## src/rtl/inst_fetch_ctrl_pkg.sv

```systemverilog
// Shared fetch-stage definitions: reset vector, FSM encoding and bus constants.
package inst_fetch_ctrl_pkg;

    localparam int unsigned ADDR_W = 32;
    localparam int unsigned DATA_W = 32;
    localparam int unsigned STRB_W = DATA_W / 8;

    localparam logic [ADDR_W-1:0] RESET_PC  = 32'hBFC0_0000;
    localparam logic [1:0]        SIZE_WORD = 2'b10;
    localparam logic [ADDR_W-1:0] PC_STEP   = 32'd4;

    typedef enum logic [1:0] {
        IDLE = 2'd0,
        REQ  = 2'd1,
        WAIT = 2'd2,
        HOLD = 2'd3
    } fetch_state_e;

    // Sequential PC; the adder wraps modulo 2^32 by construction.
    function automatic logic [ADDR_W-1:0] seq_pc(input logic [ADDR_W-1:0] pc);
        return ADDR_W'(pc + PC_STEP);
    endfunction

endpackage

```

## src/rtl/inst_fetch_ctrl_if.sv

```systemverilog
// SRAM-like instruction port between the fetch controller and the CPU-to-AXI bridge.
interface inst_fetch_ctrl_if;
    import inst_fetch_ctrl_pkg::*;

    logic              inst_req;
    logic              inst_wr;
    logic [1:0]        inst_size;
    logic [ADDR_W-1:0] inst_addr;
    logic [STRB_W-1:0] inst_wstrb;
    logic [DATA_W-1:0] inst_wdata;
    logic              inst_addr_ok;
    logic              inst_data_ok;
    logic [DATA_W-1:0] inst_rdata;

    modport master (
        output inst_req, inst_wr, inst_size, inst_addr, inst_wstrb, inst_wdata,
        input  inst_addr_ok, inst_data_ok, inst_rdata
    );

    modport slave (
        input  inst_req, inst_wr, inst_size, inst_addr, inst_wstrb, inst_wdata,
        output inst_addr_ok, inst_data_ok, inst_rdata
    );

endinterface

```

## src/rtl/inst_fetch_ctrl.sv

```systemverilog
// Instruction-fetch controller: owns the fetch PC, issues one read at a time to the
// bridge and hands words to decode, honouring branch delay slots and flushes.
module inst_fetch_ctrl
    import inst_fetch_ctrl_pkg::*;
#(
    parameter logic [ADDR_W-1:0] RESET_PC_P = RESET_PC
) (
    input  logic                    clk,
    input  logic                    reset,
    input  logic                    ds_allowin,
    input  logic                    br_taken,
    input  logic [ADDR_W-1:0]       br_target,
    input  logic                    flush,
    input  logic [ADDR_W-1:0]       flush_target,
    output logic                    fs_to_ds_valid,
    output logic [ADDR_W-1:0]       fs_pc,
    output logic [DATA_W-1:0]       fs_inst,
    inst_fetch_ctrl_if.master       bus
);

    fetch_state_e      state;
    fetch_state_e      state_nxt;

    logic [ADDR_W-1:0] fetch_pc;
    logic [ADDR_W-1:0] next_pc;
    logic [ADDR_W-1:0] br_tgt_q;
    logic [ADDR_W-1:0] redir_tgt;
    logic [DATA_W-1:0] inst_buf;
    logic              cancel;
    logic              br_pend;
    logic              redir_pend;

    logic              word_ready;
    logic              handoff;

    // A word is on offer when fresh, uncancelled data arrives or one is parked in HOLD.
    always_comb begin
        word_ready = 1'b0;
        if (state == HOLD) begin
            word_ready = 1'b1;
        end else if (state == WAIT && bus.inst_data_ok && !cancel) begin
            word_ready = 1'b1;
        end
        handoff = word_ready && ds_allowin && !flush;
    end

    // A same-cycle branch means the word being handed off is its delay slot.
    always_comb begin
        if (br_taken) begin
            next_pc = br_target;
        end else if (br_pend) begin
            next_pc = br_tgt_q;
        end else begin
            next_pc = seq_pc(fetch_pc);
        end
    end

    // State register.
    always_ff @(posedge clk) begin
        if (reset) begin
            state <= IDLE;
        end else begin
            state <= state_nxt;
        end
    end

    // Next-state logic.
    always_comb begin
        state_nxt = state;
        case (state)
            IDLE: state_nxt = REQ;
            REQ: begin
                if (bus.inst_addr_ok) begin
                    state_nxt = WAIT;
                end
            end
            WAIT: begin
                if (bus.inst_data_ok) begin
                    if (flush || cancel || ds_allowin) begin
                        state_nxt = REQ;
                    end else begin
                        state_nxt = HOLD;
                    end
                end
            end
            HOLD: begin
                if (flush || ds_allowin) begin
                    state_nxt = REQ;
                end
            end
            default: state_nxt = IDLE;
        endcase
    end

    // Pending branch target; a flush discards it, a handoff consumes it.
    always_ff @(posedge clk) begin
        if (reset) begin
            br_pend  <= 1'b0;
            br_tgt_q <= '0;
        end else if (flush || handoff) begin
            br_pend  <= 1'b0;
        end else if (br_taken) begin
            br_pend  <= 1'b1;
            br_tgt_q <= br_target;
        end
    end

    // Fetch PC, cancel tracking and the redirect held while a request is unaccepted.
    always_ff @(posedge clk) begin
        if (reset) begin
            fetch_pc   <= RESET_PC_P;
            cancel     <= 1'b0;
            redir_pend <= 1'b0;
            redir_tgt  <= '0;
            inst_buf   <= '0;
        end else begin
            case (state)
                IDLE: begin
                    if (flush) begin
                        fetch_pc <= flush_target;
                    end
                end
                REQ: begin
                    if (bus.inst_addr_ok) begin
                        if (flush) begin
                            cancel   <= 1'b1;
                            fetch_pc <= flush_target;
                        end else if (redir_pend) begin
                            cancel   <= 1'b1;
                            fetch_pc <= redir_tgt;
                        end
                        redir_pend <= 1'b0;
                    end else if (flush) begin
                        redir_pend <= 1'b1;
                        redir_tgt  <= flush_target;
                    end
                end
                WAIT: begin
                    if (flush) begin
                        fetch_pc <= flush_target;
                        cancel   <= !bus.inst_data_ok;
                    end else if (bus.inst_data_ok) begin
                        if (cancel) begin
                            cancel <= 1'b0;
                        end else if (ds_allowin) begin
                            fetch_pc <= next_pc;
                        end else begin
                            inst_buf <= bus.inst_rdata;
                        end
                    end
                end
                HOLD: begin
                    if (flush) begin
                        fetch_pc <= flush_target;
                    end else if (ds_allowin) begin
                        fetch_pc <= next_pc;
                    end
                end
                default: ;
            endcase
        end
    end

    // Output decode; reset forces the idle presentation regardless of state.
    always_comb begin
        fs_to_ds_valid = 1'b0;
        fs_inst        = '0;
        fs_pc          = fetch_pc;
        bus.inst_req   = 1'b0;
        bus.inst_addr  = fetch_pc;
        if (reset) begin
            fs_pc         = RESET_PC_P;
            bus.inst_addr = RESET_PC_P;
        end else begin
            case (state)
                REQ: bus.inst_req = 1'b1;
                WAIT: begin
                    fs_to_ds_valid = word_ready && !flush;
                    fs_inst        = bus.inst_rdata;
                end
                HOLD: begin
                    fs_to_ds_valid = !flush;
                    fs_inst        = inst_buf;
                end
                default: ;
            endcase
        end
    end

    assign bus.inst_wr    = 1'b0;
    assign bus.inst_size  = SIZE_WORD;
    assign bus.inst_wstrb = '0;
    assign bus.inst_wdata = '0;

endmodule
```

## src/flat_wrapper.sv

```systemverilog
// flat-port wrapper written by rule: the top's interface ports become plain ports
module inst_fetch_ctrl_flat import inst_fetch_ctrl_pkg::*;
#(
    parameter logic [ADDR_W-1:0] RESET_PC_P = RESET_PC
)
  (clk, reset, ds_allowin, br_taken, br_target, flush, flush_target, fs_to_ds_valid, fs_pc, fs_inst, bus_inst_req, bus_inst_wr, bus_inst_size, bus_inst_addr, bus_inst_wstrb, bus_inst_wdata, bus_inst_addr_ok, bus_inst_data_ok, bus_inst_rdata);
  inst_fetch_ctrl_if bus_i ();
  input  logic clk;
  input  logic reset;
  input  logic ds_allowin;
  input  logic br_taken;
  input  logic [ADDR_W-1:0] br_target;
  input  logic flush;
  input  logic [ADDR_W-1:0] flush_target;
  output logic fs_to_ds_valid;
  output logic [ADDR_W-1:0] fs_pc;
  output logic [DATA_W-1:0] fs_inst;
  output wire logic [$bits(bus_i.inst_req)-1:0] bus_inst_req;
  output wire logic [$bits(bus_i.inst_wr)-1:0] bus_inst_wr;
  output wire logic [$bits(bus_i.inst_size)-1:0] bus_inst_size;
  output wire logic [$bits(bus_i.inst_addr)-1:0] bus_inst_addr;
  output wire logic [$bits(bus_i.inst_wstrb)-1:0] bus_inst_wstrb;
  output wire logic [$bits(bus_i.inst_wdata)-1:0] bus_inst_wdata;
  input wire logic [$bits(bus_i.inst_addr_ok)-1:0] bus_inst_addr_ok;
  input wire logic [$bits(bus_i.inst_data_ok)-1:0] bus_inst_data_ok;
  input wire logic [$bits(bus_i.inst_rdata)-1:0] bus_inst_rdata;
  assign bus_inst_req = bus_i.inst_req;
  assign bus_inst_wr = bus_i.inst_wr;
  assign bus_inst_size = bus_i.inst_size;
  assign bus_inst_addr = bus_i.inst_addr;
  assign bus_inst_wstrb = bus_i.inst_wstrb;
  assign bus_inst_wdata = bus_i.inst_wdata;
  assign bus_i.inst_addr_ok = bus_inst_addr_ok;
  assign bus_i.inst_data_ok = bus_inst_data_ok;
  assign bus_i.inst_rdata = bus_inst_rdata;
  inst_fetch_ctrl #(.RESET_PC_P(RESET_PC_P)) u_core (.clk(clk), .reset(reset), .ds_allowin(ds_allowin), .br_taken(br_taken), .br_target(br_target), .flush(flush), .flush_target(flush_target), .fs_to_ds_valid(fs_to_ds_valid), .fs_pc(fs_pc), .fs_inst(fs_inst), .bus(bus_i));
endmodule
```

## config.mk

```make
export PLATFORM = sky130hd
export DESIGN_NAME = inst_fetch_ctrl_flat
export DESIGN_NICKNAME = d
export VERILOG_FILES = /design/src/rtl/inst_fetch_ctrl_pkg.sv /design/src/rtl/inst_fetch_ctrl_if.sv /design/src/rtl/inst_fetch_ctrl.sv /design/src/flat_wrapper.sv
export SDC_FILE = /design/constraint.sdc
export NUM_CORES = 1
export LEC_CHECK = 0
export BUFFER_PORTS_ARGS = -buffer_cell sky130_fd_sc_hd__buf_4
export CAP_MARGIN = 20
export CORE_MARGIN = 8
export CORE_UTILIZATION = 56
export CTS_CLUSTER_DIAMETER = 60
export DETAILED_ROUTE_END_ITERATION = 8
export MAX_ROUTING_LAYER = met4
export PLACE_DENSITY_LB_ADDON = 0.3
export SLEW_MARGIN = 20
export SYNTH_ARGS = -nofsm -noshare
export SYNTH_HDL_FRONTEND = slang
export SYNTH_SLANG_ARGS = --single-unit
```

## constraint.sdc

```tcl
create_clock -name clk -period 4.8 [get_ports clk]
set_clock_uncertainty 0.05 [all_clocks]
set_input_delay 1.2 -clock clk [delete_from_list [all_inputs] [get_ports clk]]
set_output_delay 1.2 -clock clk [all_outputs]
set_load 0.005 [all_outputs]
```

== Word level (Yosys, flattened, before mapping) ==
Index checks and enable logic that the tools add are counted.
Storage, ports and cells
  register bits: 133
  word-level logic and storage cells: 81
Operators by class
  eq/ne operators: 10
  $add $sub $neg: 1
  reduce and logical (&&, ||, !) cells: 23
  muxes and demuxes: 34
  bitwise logic cells: 5
Operators by type and width (number)
  32-bit two-way mux: 13
  32-bit one-hot mux with 4 select lines: 1
  32-bit one-hot mux with 2 select lines: 1
  32-bit by 3-bit adder with 32-bit output, second input constant: 1
  1-bit two-way mux: 12
  5-bit AND reduction: 2
  2-bit two-way mux: 4
  2-bit inequality test, second input constant: 4
  2-bit one-hot mux with 4 select lines: 1
  3-bit inequality test, second input constant: 2
  3-bit AND reduction: 2
  1-bit logical AND: 5
  1-bit inverter: 5
  2-bit == test, second input constant: 2
  1-bit logical OR: 4
  1-bit one-hot mux with 2 select lines: 2
  2-bit AND reduction: 2
  4-bit AND reduction: 1
  2-bit nonzero test: 2
  1-bit logical NOT: 3
  3-bit by 2-bit inequality test with 1-bit output, second input constant: 1
  2-bit by 1-bit == test with 1-bit output, second input constant: 1
  2-bit logical NOT: 1
  2-bit OR reduction: 1

== Logic depth before layout (Yosys ltp) ==
  depth in word-level cells: 10
  mapped depth: 9
  mapped depth without buffers: 7

== Worst setup path before layout ==
No wires, ideal clock.
  kind: input to output
  start point: input port reset
  end point: output port fs_inst[0]
  path buffers: 3
  required time: 3.550 ns
  arrival: 2.109 ns
  path slack: 1.441 ns
  stages: 4
  path through: clkbuf_1 > buf_1 > buf_1 > nor2_1
On the way
  cells in the longest elaborated chain, start to end: 1
RTL lines
  from (decl): RTL line flat_wrapper.sv:9  | input logic reset;
  32-bit two-way mux: RTL line inst_fetch_ctrl.sv:171  | if (reset) begin
  to (decl): RTL line flat_wrapper.sv:17  | output logic [DATA_W-1:0] fs_inst;
No other way between the ends.

== Worst setup path after layout ==
  start point: input port reset
  end point: output port fs_pc[2]
On the way
  cells in the longest elaborated chain, start to end: 1
RTL lines
  32-bit two-way mux: RTL line inst_fetch_ctrl.sv:171
  to (decl): RTL line flat_wrapper.sv:16  | output logic [ADDR_W-1:0] fs_pc;
No other way between the ends.

==> results.cfg <==
[grt]
overflow = 0
antenna_found_initial = 0
wire_length_of_the_first_global_routing_pass_mm = 41.5
global_route.peak_usage_layer = met2
grt_util_met3_pct = 7.09
grt_use_total_pct = 28.8
gr-usage-met2_pct = 44.3
grt_start_max_net_pins = 96
grt_pass1_vias = 7998
groute.layer.met1.usage_pct = 34.8

[floorplan]
core.rowCount = 44
placeableCoreArea_sq_um = 14400
die_width_um = 137
start_util_pct = 56.8
io-pin-count = 240
fp.dieH_um = 137
dieArea_sq_um = 18700

[power_and_ir_drop]
max-vdd-ir-drop_uv = 290
power_density_nw_per_um2 = 356
static-leakage-power_uw = 0.00404
finalPower_uw = 3510

[timing]
clock.fmax_ghz = 0.273
setup_violations_final = 0
count_of_pins_over_their_slew_limit = 0
timing_hold_violations_final = 0
layout_setup_ws_ns = 1.14
tightestPinTransition_ns = 1.13
rsz_0062_raised_after_global_routing = false
hold-worst-slack_ns = 0.404
layout_worst_path_cycle_share_pct = 76.3
finalCriticalPeriod_ns = 3.66
setup-tns-final_ns = 0
relSlewSlack_pct = 24.4

[synthesis]
synth.distinct_cells = 74
post_synth.cell_area_avg_sq_um = 7.58
synth.top_cells.by_count = nand2_1, dfxtp_1, nor2_1
post_synth_main_area_contributors = dfxtp_1, nand2_1, buf_4
ys_seq_area_share_pct = 32.6
postSynthCellCount = 1077
most_frequently_used_cell_type_in_the_post_synthesis_netlist = nand2_1
synth-seq-cells = 133
synth-async-reset-ratio_pct = 0
synth-warning-count = 0
synthFlopType = dfxtp_1
synthDominantCellAreaShare_pct = 32.6
synth_edf_count = 0
syn_area_sq_um = 8160
post-synth-top-area-cell = dfxtp_1

[min_path]
hold_path_end = u_core.redir_tgt[8]$_SDFFE_PP0P_
hold_class = register to register
hp-start = u_core.redir_tgt[8]$_SDFFE_PP0P_
hold_path_depth = 2

[setup_path]
critPathKind = input pin to output pin
worst_setup_path_start_kind = input pin
crit-reg2reg-capture = u_core.fetch_pc[13]$_SDFFE_PP0P_
crit_required_ns = 3.55
worst-path-max-fanout = 95
r2r_slack_ns = 1.57
r2r-start = u_core.state[0]$_SDFFE_PP0P_
worstSetupEndpointType = output pin
reg2reg_depth = 8
cp_data_arrival_time_ns = 2.41

[finish]
fin_nets = 1302
final_design_area_no_fill_sq_um = 9870
layout-drive-gt1-share_pct = 23.2
nFillCells = 1211
diodes = 0
areaGrowthSynthToFinish_pct = 21.0

[route]
route.detailed.wl_per_inst_um = 19.4
via_per_inst = 6.12
initialDrtViolationCount = 999
wirelength_mm = 27.0
antenna_violating_nets_post_route = 0
route.detailed.drc = 0
dr.pass1.iters = 6
routed-via-count = 8504

[clock_tree]
clock_latency_ns = 0.44
post_cts_clock_slew_at_the_launch_and_capture_registers_of_the_worst_setup_and_hold_paths_ns = 0.06
post-cts-setup-buffers = 0
cts-resized-gates = 0
cts_inserted_buffers = 17
cts_sinks = 133
cts_max_path_buffers = 2
cts.htree.levels = 4
tritoncts = yes
root_buffer = clkbuf_16
cts_hold_buffers = 0

[placed_design]
numPortBuffers = 200
globalplace.congestion = 0.941
dp_slack_ns = 1.17
placement.cell_area_sq_um = 9270
dp_hpwl_mm = 18.5

[job]
cap_violations = 0

[run_status]
run_status = completed
## cells in the final DEF (no fill, tap or decap), drive strengths merged, types with 9 or more instances in the layout
cell and instances:
buf 216, nand2 187, dfxtp 133, nor2 103, a21oi 90, mux2i 44, a22oi 44, conb 39
o21ai 34, nor2b 28, nand3 24, nor3 19, clkbuf 18, nor4 15, or2 12, nand4 12
a211oi 10, o22ai 9, o211ai 9, o31ai 9, a221oi 9
## cell families after synthesis
logic type / count (synthesis) / share of synthesized area (%)
multiplexers: 45 / 5.53
AND/OR/NAND/NOR: 446 / 26.1
other: 2 / 0.0920
flip-flops: 133 / 32.6
XOR/XNOR: 4 / 0.429
buffers and inverters: 164 / 11.5
adder cells (fa/ha/maj): 6 / 0.920
AO/OA/AOI/OAI: 277 / 22.8
## layout make-up
class	count	area, sq um	share of cell area, %
Clock buffer	18	439	4.45
Clock inverter	13	159	1.61
Inverter	8	30.0	0.304
Multi-Input combinational cell	817	4710	47.7
Sequential cell	133	2660	27.0
Tap cell	184	230	2.33
Timing Repair Buffer	216	1640	16.6
## flip-flops by register name (all words and copies together), names as in the netlist
signal,flops
u_core.br_tgt_q,32
u_core.fetch_pc,32
u_core.inst_buf,32
u_core.redir_tgt,32
u_core.state,2
u_core.br_pend,1
u_core.cancel,1
u_core.redir_pend,1
## report_power, final
part	total, uW	switching [uW]	internal [uW]
sequential	1310	121	1190
clock	1340	515	824
combinational	862	490	372
total	3510	1130	2390
## metrics by stage
| stage | util, % | std cells |
|---|---|---|
| after global routing | 68.7 | 1389 |
| final | 68.7 | 1389 |
| after detailed placement | 64.5 | 1358 |
| after floorplan | - | 1114 |
| after CTS | 68.7 | 1389 |
| after global placement | 64.5 | 1358 |
## critical path, cell delays in order
cell and delay (ns):
buf_6 0.53, buf_4 0.38, nor2b_1 0.10, buf_4 0.15
## layer usage
metal,vias to the layer above,wire (um)
met4,0,939
met3,73,2910
met2,513,12500
met1,3964,10600
met5,-,0
li1,3954,-
## worst max-delay path by stage
stage                        to  startpoint  slack, ns  cells after the start
floorplan            fs_inst[0]       reset       1.44                      4
global placement    fs_inst[20]       reset       1.18                      4
detailed placement     fs_pc[2]       reset       1.17                      4
CTS                    fs_pc[2]       reset       1.16                      4
global route           fs_pc[2]       reset       1.07                      4
finish                 fs_pc[2]       reset       1.14                      4
Note: power is estimated with default switching activity, not from simulation.
